## config.mk

```make
export PLATFORM = sky130hd
export DESIGN_NAME = rr_arbiter_flat
export DESIGN_NICKNAME = d
export VERILOG_FILES = /design/src/rtl/arb_pkg.sv /design/src/rtl/rr_arbiter_if.sv /design/src/rtl/rr_pick.sv /design/src/rtl/rr_arbiter.sv /design/src/flat_wrapper.sv
export SDC_FILE = /design/constraint.sdc
export NUM_CORES = 1
export LEC_CHECK = 0
export ABC_AREA = 0
export CORE_MARGIN = 1.5
export CORE_UTILIZATION = 40
export CTS_CLUSTER_DIAMETER = 200
export DETAILED_ROUTE_END_ITERATION = 8
export GPL_TIMING_DRIVEN = 0
export HOLD_SLACK_MARGIN = 0.06
export PLACE_DENSITY = 0.64
export REMOVE_ABC_BUFFERS = 1
export SKIP_CTS_REPAIR_TIMING = 1
export SYNTH_ARGS = -nofsm -noshare
export SYNTH_HDL_FRONTEND = slang
export SYNTH_SLANG_ARGS = --single-unit
export TNS_END_PERCENT = 50
```

## constraint.sdc

```tcl
create_clock -name C -period 2.9 [get_ports C]
set_input_delay 0.87 -clock C [delete_from_list [all_inputs] [get_ports C]]
set_output_delay 0.87 -clock C [all_outputs]
set_load 0.05 [all_outputs]
```

## src/rtl/arb_pkg.sv

```systemverilog
// Shared definitions for the round-robin arbiter.
// Holds FSM state encoding, parameter defaults and a clog2 helper.
package arb_pkg;

    localparam int NREQ_DEF = 4;
    localparam int TMAX_DEF = 15;

    typedef enum logic [1:0] {
        IDLE  = 2'b00,
        GRANT = 2'b01,
        GAP   = 2'b10
    } state_t;

    function automatic int clog2(input int n);
        int r;
        r = 0;
        while ((1 << r) < n) begin
            r = r + 1;
        end
        return r;
    endfunction

endpackage

```

## src/rtl/rr_arbiter_if.sv

```systemverilog
// Request/grant/done bundle between requesters and the arbiter.
// master: requester side (drives REQ, DONE); slave: arbiter side (drives GNT, GID, BUSY, TOUT).
interface rr_arbiter_if
    import arb_pkg::*;
#(
    parameter int NREQ = NREQ_DEF,
    parameter int IDW  = 2
);

    logic [NREQ-1:0] REQ;
    logic            DONE;
    logic [NREQ-1:0] GNT;
    logic [IDW-1:0]  GID;
    logic            BUSY;
    logic            TOUT;

    modport master (
        output REQ, DONE,
        input  GNT, GID, BUSY, TOUT
    );

    modport slave (
        input  REQ, DONE,
        output GNT, GID, BUSY, TOUT
    );

endinterface

```

## src/rtl/rr_pick.sv

```systemverilog
// Combinational round-robin pick: first request at or after ptr, wrapping.
// Ports: req, ptr in; pick (one-hot), idx (binary), any (request present) out.
module rr_pick
    import arb_pkg::*;
#(
    parameter int NREQ = NREQ_DEF,
    parameter int IDW  = clog2(NREQ_DEF)
) (
    input  logic [NREQ-1:0] req,
    input  logic [IDW-1:0]  ptr,
    output logic [NREQ-1:0] pick,
    output logic [IDW-1:0]  idx,
    output logic            any
);

    logic [2*NREQ-1:0] dbl;
    logic [NREQ-1:0]   rot;
    int                k;
    int                sum;

    always_comb begin
        // Rotate so that bit ptr lands at position 0.
        dbl = {req, req} >> ptr;
        rot = dbl[NREQ-1:0];
        // Fixed priority on the rotated vector, lowest index wins.
        k = 0;
        for (int i = NREQ - 1; i >= 0; i--) begin
            if (rot[i]) begin
                k = i;
            end
        end
        // Rotate the winner back into requester numbering.
        sum = int'(ptr) + k;
        if (sum >= NREQ) begin
            sum = sum - NREQ;
        end
        idx  = IDW'(sum);
        any  = |req;
        pick = '0;
        if (any) begin
            pick[idx] = 1'b1;
        end
    end

endmodule

```

## src/rtl/rr_arbiter.sv

```systemverilog
// Round-robin arbiter with one-cycle turnaround gap and hold timeout.
// Ports: C clock, R sync active-high reset, bus (slave): REQ/DONE in, GNT/GID/BUSY/TOUT out.
module rr_arbiter
    import arb_pkg::*;
#(
    parameter int NREQ = NREQ_DEF,
    parameter int IDW  = clog2(NREQ_DEF),
    parameter int TMAX = TMAX_DEF,
    parameter int TW   = 4
) (
    input  logic         C,
    input  logic         R,
    rr_arbiter_if.slave  bus
);

    state_t          state, n_state;
    logic [NREQ-1:0] gnt,   n_gnt;
    logic [IDW-1:0]  gid,   n_gid;
    logic [IDW-1:0]  ptr,   n_ptr;
    logic [TW-1:0]   cnt,   n_cnt;
    logic            tout,  n_tout;

    logic [NREQ-1:0] pick;
    logic [IDW-1:0]  pick_idx;
    logic            pick_any;
    logic            rel;
    logic            tmo;

    rr_pick #(
        .NREQ (NREQ),
        .IDW  (IDW)
    ) u_pick (
        .req  (bus.REQ),
        .ptr  (ptr),
        .pick (pick),
        .idx  (pick_idx),
        .any  (pick_any)
    );

    always_ff @(posedge C) begin
        if (R) begin
            state <= IDLE;
            gnt   <= '0;
            gid   <= '0;
            ptr   <= '0;
            cnt   <= '0;
            tout  <= 1'b0;
        end else begin
            state <= n_state;
            gnt   <= n_gnt;
            gid   <= n_gid;
            ptr   <= n_ptr;
            cnt   <= n_cnt;
            tout  <= n_tout;
        end
    end

    always_comb begin
        n_state = state;
        n_gnt   = gnt;
        n_gid   = gid;
        n_ptr   = ptr;
        n_cnt   = cnt;
        n_tout  = 1'b0;
        rel     = bus.DONE | ~bus.REQ[gid];
        tmo     = (cnt == TW'(TMAX));
        unique case (state)
            IDLE: begin
                if (pick_any) begin
                    n_gnt   = pick;
                    n_gid   = pick_idx;
                    n_cnt   = '0;
                    n_state = GRANT;
                end
            end
            GRANT: begin
                if (rel || tmo) begin
                    n_gnt   = '0;
                    n_gid   = '0;
                    n_ptr   = (gid == IDW'(NREQ - 1)) ? '0 : gid + IDW'(1);
                    // A release in the timeout cycle wins: no TOUT pulse.
                    n_tout  = tmo & ~rel;
                    n_state = GAP;
                end else begin
                    n_cnt = tmo ? cnt : cnt + TW'(1);
                end
            end
            GAP: begin
                // Break-before-make cycle; requests are not looked at.
                n_state = IDLE;
            end
            default: begin
                n_gnt   = '0;
                n_gid   = '0;
                n_state = IDLE;
            end
        endcase
    end

    assign bus.GNT  = gnt;
    assign bus.GID  = gid;
    assign bus.BUSY = |gnt;
    assign bus.TOUT = tout;

endmodule

```

## src/flat_wrapper.sv

```systemverilog
// flat-port wrapper written by rule: the top's interface ports become plain ports
module rr_arbiter_flat import arb_pkg::*;
#(
    parameter int NREQ = NREQ_DEF,
    parameter int IDW  = clog2(NREQ_DEF),
    parameter int TMAX = TMAX_DEF,
    parameter int TW   = 4
)
  (C, R, bus_REQ, bus_DONE, bus_GNT, bus_GID, bus_BUSY, bus_TOUT);
  rr_arbiter_if #(.NREQ(NREQ), .IDW(IDW)) bus_i ();
  input  logic C;
  input  logic R;
  input wire logic [$bits(bus_i.REQ)-1:0] bus_REQ;
  input wire logic [$bits(bus_i.DONE)-1:0] bus_DONE;
  output wire logic [$bits(bus_i.GNT)-1:0] bus_GNT;
  output wire logic [$bits(bus_i.GID)-1:0] bus_GID;
  output wire logic [$bits(bus_i.BUSY)-1:0] bus_BUSY;
  output wire logic [$bits(bus_i.TOUT)-1:0] bus_TOUT;
  assign bus_i.REQ = bus_REQ;
  assign bus_i.DONE = bus_DONE;
  assign bus_GNT = bus_i.GNT;
  assign bus_GID = bus_i.GID;
  assign bus_BUSY = bus_i.BUSY;
  assign bus_TOUT = bus_i.TOUT;
  rr_arbiter #(.NREQ(NREQ), .IDW(IDW), .TMAX(TMAX), .TW(TW)) u_core (.C(C), .R(R), .bus(bus_i));
endmodule
```

==> impl_summary.log, run 1 <==
[metrics] standard-cell row count: 16
[metrics] Switching Fraction: 39.0%
[metrics] detail-routed via count per cell: 5.34
[metrics] Initial Util: 42.6%
[metrics] flip-flop and latch count after synthesis: 15
[metrics] actual slew at the worst max-slew pin: 0.553 ns
[metrics] maximum root-to-sink buffer count: 2
[metrics] Final nets: 121
[metrics] Final Max Slew Viols: 0
[metrics] register area share after synthesis: 35.6%
[metrics] run status: completed
[metrics] vias post-DR: 731
[metrics] endpoint type of the worst setup path: register
[metrics] global-route wire length before repair: 2.84 mm
[metrics] I/O pin count: 15
[metrics] number of buffers added by the clock tree synthesis step: 3
[metrics] number of antenna cells inserted: 0
[metrics] share of the core filled with cells in the final layout: 52.0%
[metrics] fraction of layout instances using a drive strength above 1: 11.8%
[metrics] worst clock skew on the final layout: 0.00709 ns
[metrics] area growth from synthesis to layout: 22.3%
[metrics] required time of the critical path: 3.08 ns
[metrics] Post-Synthesis Cell Area: 843 sq um
[metrics] maximum number of pins on one net before global-route repair: 16
[metrics] CTS Root Buffer Type: clkbuf_4
[metrics] Final Hold Vio Count: 0
[metrics] setup violation total in the final timing report: 0
[metrics] fill cell count: 181
[metrics] power per cell area: 592 nW/um^2
[metrics] startpoint class of the critical path: primary input
[metrics] HPWL Detailed: 1.21 mm
[metrics] power share of the sequential group: 41.4%
[metrics] total internal power: 0.372 mW
[metrics] # Max-Cap Violations: 0
[metrics] Yosys Warn Count: 0
[metrics] clock latency reported for the late side of the worst-skew pair: 0.28 ns
[metrics] die height: 48.9 um
[metrics] number of non-filler instances in the completed layout: 137
[metrics] leftover overflow at the end of global routing: 0
[metrics] Die X-Extent: 48.9 um
[metrics] number of synthesized flops with an enable pin: 0
[metrics] input/output buffers: 14
[metrics] Routed Antenna Nets: 0
[metrics] Critical Setup Path Class: primary input to register
[metrics] number of sinks handled by clock tree synthesis: 15
[metrics] routability congestion estimate from global placement: 0.736
[metrics] all-layer global routing usage: 14.8%
[metrics] worst slew margin relative to its limit: 62.8%
[metrics] primary flip-flop cell chosen by synthesis mapping: dfxtp_1
[metrics] vias in the first global route: 656
[metrics] routed length per instance: 12.1 um
[metrics] P_sw: 0.238 mW
[metrics] maximum clock rate: 370 MHz
[metrics] kind of path behind the tightest hold check: register to register
[metrics] final worst-path cycle share: 93.1%
[metrics] Remaining DRCs: 0
[metrics] part of the power in the clock network: 19.1%
[metrics] worst IR drop on VDD: 0.302 mV
[metrics] Min Clock Period, post-route: 2.70 ns
[metrics] combinational power share: 39.4%
[metrics] Initial DRC Count: 15
[metrics] RSZ-0062 raised after global routing: no
[metrics] number of instances in the synthesized netlist: 96
[metrics] LEAKAGE: 0.399 nW
[metrics] CTS H-tree lvls: 1
[metrics] clock slew at the register clock pins of the worst setup and hold paths: 0.09 ns
[metrics] Arrival @ worst endpoint: 2.88 ns
[metrics] initial antenna violation count: 0
[metrics] number of unique standard cell types used by synthesis: 39
[metrics] share of flip-flops with an asynchronous set or reset: 0%
[metrics] length of the first detailed-routing pass in iterations: 4
[metrics] area of the core region: 1980 sq um
[metrics] placed insts: 133
[metrics] synthesized area divided by synthesized cell count: 8.78 sq um
[metrics] overall routed net length: 1.65 mm
[metrics] maximum net fanout on the critical path: 9
[metrics] CTS tree: yes
[metrics] Total Die Area: 2390 sq um
-- power by group through the flow --
stage          clock (mW)  combinational (mW)  sequential (mW)
6_report            0.117               0.241            0.253
2_1_floorplan           0               0.129            0.295
3_3_place_gp            0               0.240            0.257
4_1_cts             0.121               0.242            0.253
3_5_place_dp            0               0.241            0.258
5_1_grt             0.130               0.258            0.258
-- worst max-delay path: stages --
cell	delay, ns
clkdlybuf4s50_1	0.56
or4_1	0.55
nand3_1	0.11
ha_1	0.16
xnor2_1	0.13
xnor2_1	0.17
o41ai_1	0.34
-- stage by stage --
stage,setup WS (ns),cell area (sq um),hold WS [ns],power (mW),setup TNS [ns]
CTS,0.160,1030,0.498,0.616,0
global placement,-0.0974,998,0.477,0.496,-0.282
detailed placement,-0.133,998,0.479,0.499,-0.429
finish,0.200,1030,0.495,0.610,0
global route,0.0235,1030,0.523,0.645,0
floorplan,0.655,825,0.459,0.424,0
-- cells in the final DEF (no fill, tap or decap), types with 2 or more instances in the layout --
cell type / Yosys / routed
nand3b_1: 2 / 2
nand3_1: 3 / 3
nor3_1: 5 / 5
ha_1: 3 / 3
xnor2_1: 2 / 2
clkbuf_4: 0 / 3
o21a_1: 2 / 2
dlymetal6s2s_1: 0 / 2
nor2_1: 17 / 17
o21ai_0: 3 / 3
a21oi_1: 2 / 2
dfxtp_1: 15 / 15
mux2i_1: 2 / 2
clkdlybuf4s50_1: 0 / 12
xor2_1: 2 / 2
or4_1: 2 / 2
nand2_1: 6 / 6
a22o_1: 2 / 2
o211ai_1: 3 / 3
-- cell usage after synthesis, types with 2 or more instances --
| cell type | instances | share of area (%) |
|---|---|---|
| or4_1 | 2 | 1.8 |
| xnor2_1 | 2 | 2.1 |
| o211ai_1 | 3 | 2.7 |
| nand2_1 | 6 | 2.7 |
| nand3_1 | 3 | 1.8 |
| a22o_1 | 2 | 2.1 |
| nor3_1 | 5 | 3.0 |
| a21oi_1 | 2 | 1.2 |
| nand3b_1 | 2 | 1.8 |
| dfxtp_1 | 15 | 36 |
| xor2_1 | 2 | 2.1 |
| o21a_1 | 2 | 1.8 |
| nor2_1 | 17 | 7.6 |
| o21ai_0 | 3 | 1.8 |
| buf_2 | 3 | 1.8 |
| ha_1 | 3 | 4.5 |
| mux2i_1 | 2 | 2.4 |
-- state kept, by name (all words and copies together), names as in the netlist --
| register | flops |
|---|---|
| u_core.bus.GNT | 4 |
| u_core.bus.GID | 2 |
| u_core.bus.TOUT | 1 |
| u_core.ptr | 2 |
| u_core.cnt | 4 |
| u_core.state | 2 |
-- worst paths after layout --
| check | start | end | slack [ns] | cells past startpoint |
|---|---|---|---|---|
| max | bus_REQ[2] | u_core.bus.GNT[0] | 0.20 | 7 |
| min | u_core.bus.GNT[1] | u_core.bus.GNT[1] | 0.49 | 1 |
| max reg2reg | u_core.ptr[0] | u_core.bus.GNT[3] | 0.82 | 9 |
| min reg2reg | u_core.bus.GNT[1] | u_core.bus.GNT[1] | 0.49 | 1 |
-- layout make-up --
type                            instances  area, sq um  area share (%)
Tap cell                               27         33.8            3.28
Multi-Input combinational cell         77          524            50.8
Timing Repair Buffer                   14          145            14.1
Clock inverter                          1         5.00           0.485
Clock buffer                            3         22.5            2.18
Sequential cell                        15          300            29.1
-- layer usage --
layer | up-vias | global-route usage, % | routed length (um)
met4 | 0 | 5.71 | 14
met3 | 2 | 1.84 | 37
met2 | 7 | 26.3 | 820
li1 | 379 | - | -
met1 | 343 | 18.0 | 781
met5 | - | 0 | 0
-- cells by family after synthesis --
logic type                 after synthesis  synth area share (%)
AOI/OAI and AO/OA                       20                  19.3
xor gates and xnor gates                 4                  4.16
adders and majority gates                3                  4.45
buffers and inverters                    4                  2.22
DFF                                     15                  35.6
muxes                                    4                  5.49
and+or+nand+nor                         46                  28.8
Power figures use the tool's default switching activity.
==> run 2: changes to the inputs <==
Settings changed: PLACE_DENSITY 0.64 to 0.67.
Clock period 2.9 ns to 2.22 ns, I/O delays scaled along.
==> run 2 against run 1 <==
  * Flip-flop and latch count did not move
  * First-iteration DRC count down 20%
  * Die area unchanged
  * Wire length is 10% higher
  * Hold slack worse by 0.0023 ns
  * Core utilization increased by 1.0 points
  * Total power up 34%
  * Non-clock buffer count is the same
  * Global-route usage rose by 1.1 points
  * Via count grew 5.1%
  * Clock skew decreased by 0.0049 ns
  * Final cell count unchanged
  * Largest cell class unchanged
  * Highest routed layer unchanged
==> impl_summary.log, run 2 (same netlist as run 1, synthesis figures left out) <==
[metrics] run status: completed (unchanged)
[metrics] maximum number of pins on one net before global-route repair: 16 (unchanged)
[metrics] worst clock skew on the final layout: 0.00217 ns (was 0.00709 ns)
[metrics] cell with the largest stage delay on the worst path: or4_1 (was clkdlybuf4s50_1)
[metrics] setup violation total in the final timing report: 0 (unchanged)
[metrics] I/O pin count: 15 (unchanged)
[metrics] family of cells with the greatest summed delay on the critical path: simple AND/OR/NAND/NOR gates (unchanged)
[metrics] Worst Setup Slack post-DPL: -0.618 ns (was -0.133 ns)
[metrics] Min Clock Period, post-route: 2.15 ns
[metrics] most used cells in the layout excluding fill and tap cells: 17 x nor2_1, 14 x dfxtp_1, 7 x clkdlybuf4s50_1 (was 17 x nor2_1, 15 x dfxtp_1, 12 x clkdlybuf4s50_1)
[metrics] Routed Antenna Nets: 0 (unchanged)
[metrics] vias post-DR: 768 (was 731)
[metrics] clock slew at the register clock pins of the worst setup and hold paths: 0.09 ns (about the same)
[metrics] maximum root-to-sink buffer count: 2 (unchanged)
[metrics] area of the core region: 1980 sq um (unchanged)
[metrics] all-layer global routing usage: 15.9% (was 14.8%)
[metrics] Total Die Area: 2390 sq um (unchanged)
[metrics] startpoint class of the critical path: register (was primary input)
[metrics] post-layout power: 0.818 mW (was 0.610 mW)
[metrics] RSZ-0062 raised after global routing: no (unchanged)
[metrics] vias in the first global route: 687 (was 656)
[metrics] Final nets: 121 (unchanged)
[metrics] die height: 48.9 um (unchanged)
[metrics] kind of path behind the tightest hold check: register to register (unchanged)
[metrics] Remaining DRCs: 0 (unchanged)
[metrics] endpoint type of the worst setup path: output port (was register)
[metrics] most frequent standard cell in the layout excluding fill and tap cells: nor2_1 (unchanged)
[metrics] Arrival @ worst endpoint: 1.49 ns (was 2.88 ns)
[metrics] CTS tree: yes (unchanged)
[metrics] delay of the slowest cell on the worst path: 0.53 ns (was 0.56 ns)
[metrics] final std cell area, no fill: 1050 sq um (was 1030 sq um)
[metrics] LEAKAGE: 0.463 nW (was 0.399 nW)
[metrics] # Max-Cap Violations: 0 (unchanged)
[metrics] Setup WS post-layout: 0.0653 ns (was 0.200 ns)
[metrics] CTS H-tree lvls: 1 (unchanged)
[metrics] Final Hold Vio Count: 0 (unchanged)
[metrics] required time of the critical path: 1.55 ns (was 3.08 ns)
[metrics] worst IR drop on VDD: 0.453 mV (was 0.302 mV)
[metrics] number of antenna cells inserted: 0 (unchanged)
[metrics] Bufs and invs on worst path: 1 (unchanged)
[metrics] fraction of layout instances using a drive strength above 1: 14.5% (was 11.8%)
[metrics] maximum net fanout on the critical path: 3 (was 9)
[metrics] number of sinks handled by clock tree synthesis: 15 (unchanged)
[metrics] initial antenna violation count: 0 (unchanged)
[metrics] Critical Setup Path Class: register to output port (was primary input to register)
[metrics] Final Max Slew Viols: 0 (unchanged)
[metrics] Initial DRC Count: 12 (was 15)
[metrics] HPWL Detailed: 1.29 mm (was 1.21 mm)
[metrics] input/output buffers: 14 (unchanged)
[metrics] global-route wire length before repair: 3.00 mm (was 2.84 mm)
[metrics] final worst-path cycle share: 97.1%
[metrics] length of the first detailed-routing pass in iterations: 4 (unchanged)
[metrics] routability congestion estimate from global placement: 0.757 (was 0.736)
[metrics] list of cells traversed by the critical path: or4_1 -> dlymetal6s2s_1 (was clkdlybuf4s50_1 -> or4_1 -> nand3_1 -> ha_1 -> xnor2_1 -> xnor2_1 -> o41ai_1)
[metrics] worst slew margin relative to its limit: 65.2% (was 62.8%)
[metrics] actual slew at the worst max-slew pin: 0.521 ns (was 0.553 ns)
[metrics] routed length per instance: 13.3 um (was 12.1 um)
[metrics] power per cell area: 778 nW/um^2 (was 592 nW/um^2)
[metrics] Die X-Extent: 48.9 um (unchanged)
[metrics] leftover overflow at the end of global routing: 0 (unchanged)
[metrics] clock latency reported for the late side of the worst-skew pair: 0.29 ns (was 0.28 ns)
[metrics] area growth from synthesis to layout: 24.6% (was 22.3%)
[metrics] maximum clock rate: 464 MHz
[metrics] standard-cell row count: 16 (unchanged)
[metrics] overall routed net length: 1.82 mm (was 1.65 mm)
[metrics] Initial Util: 42.6% (unchanged)
[metrics] detail-routed via count per cell: 5.61 (was 5.34)
[metrics] number of buffers added by the clock tree synthesis step: 3 (unchanged)
[metrics] post-detailed-placement cell area: 998 sq um (unchanged)
[metrics] CTS Root Buffer Type: clkbuf_4 (unchanged)
-- run 2: changes by cell type in the layout (fill, tap and decap cells not counted), sizes merged --
cell / delta
dlymetal6s2s: +4
clkbuf: +2
clkdlybuf4s50: -5
clkinv: -1
-- run 2: path summary, 6_finish.rpt --
kind | start | to | slack [ns] | cells after the start
max | u_core.bus.GNT[0] | bus_BUSY | 0.07 | 2
min | u_core.bus.GNT[1] | u_core.bus.GNT[1] | 0.49 | 1
max reg2reg | u_core.ptr[0] | u_core.bus.GNT[0] | 0.34 | 9
min reg2reg | u_core.bus.GNT[1] | u_core.bus.GNT[1] | 0.49 | 1
-- run 2: cell type report --
class / instances / area [sq um]
clock buffers: 4 / 26.3
fillers: 196 / 931
multi-input cells: 77 / 539
flip-flops and latches: 15 / 302
well taps: 27 / 33.8
repair buffers: 14 / 150
-- run 2: layer usage --
layer	GRT usage [%]	wire, um	vias up
li1	-	-	379
met1	18.9	819	373
met2	27.2	934	12
met3	1.84	36	4
met4	10.0	31	0
met5	0	0	-
-- run 2: through the flow --
| step | setup TNS (ns) | utilization, % | instances | hold slack [ns] |
|---|---|---|---|---|
| finish | 0 | 53.0 | 137 | 0.492 |
| global route | 0 | 53.0 | 137 | 0.520 |
| CTS | -1.83 | 51.7 | 137 | 0.491 |
| detailed placement | -4.54 | 50.4 | 133 | 0.479 |
| global placement | -3.87 | 50.4 | 133 | 0.473 |
| floorplan | 0 | - | 92 | 0.459 |
-- run 2: power breakdown --
part / leakage [nW] / switching [mW] / internal (mW)
clock network: 0.0150 / 0.0898 / 0.0700
registers: 0.123 / 0.0352 / 0.296
logic: 0.325 / 0.199 / 0.128
-- run 2: worst register-to-register path, stage by stage (launching register included) --
cell and delay [ns]:
dfxtp_2 0.45, nor2_1 0.08, nand2_1 0.07, o21ai_0 0.09
o21ai_1 0.14, nand3_1 0.09, ha_1 0.22, xnor2_2 0.15
xnor2_2 0.18, o41ai_1 0.31
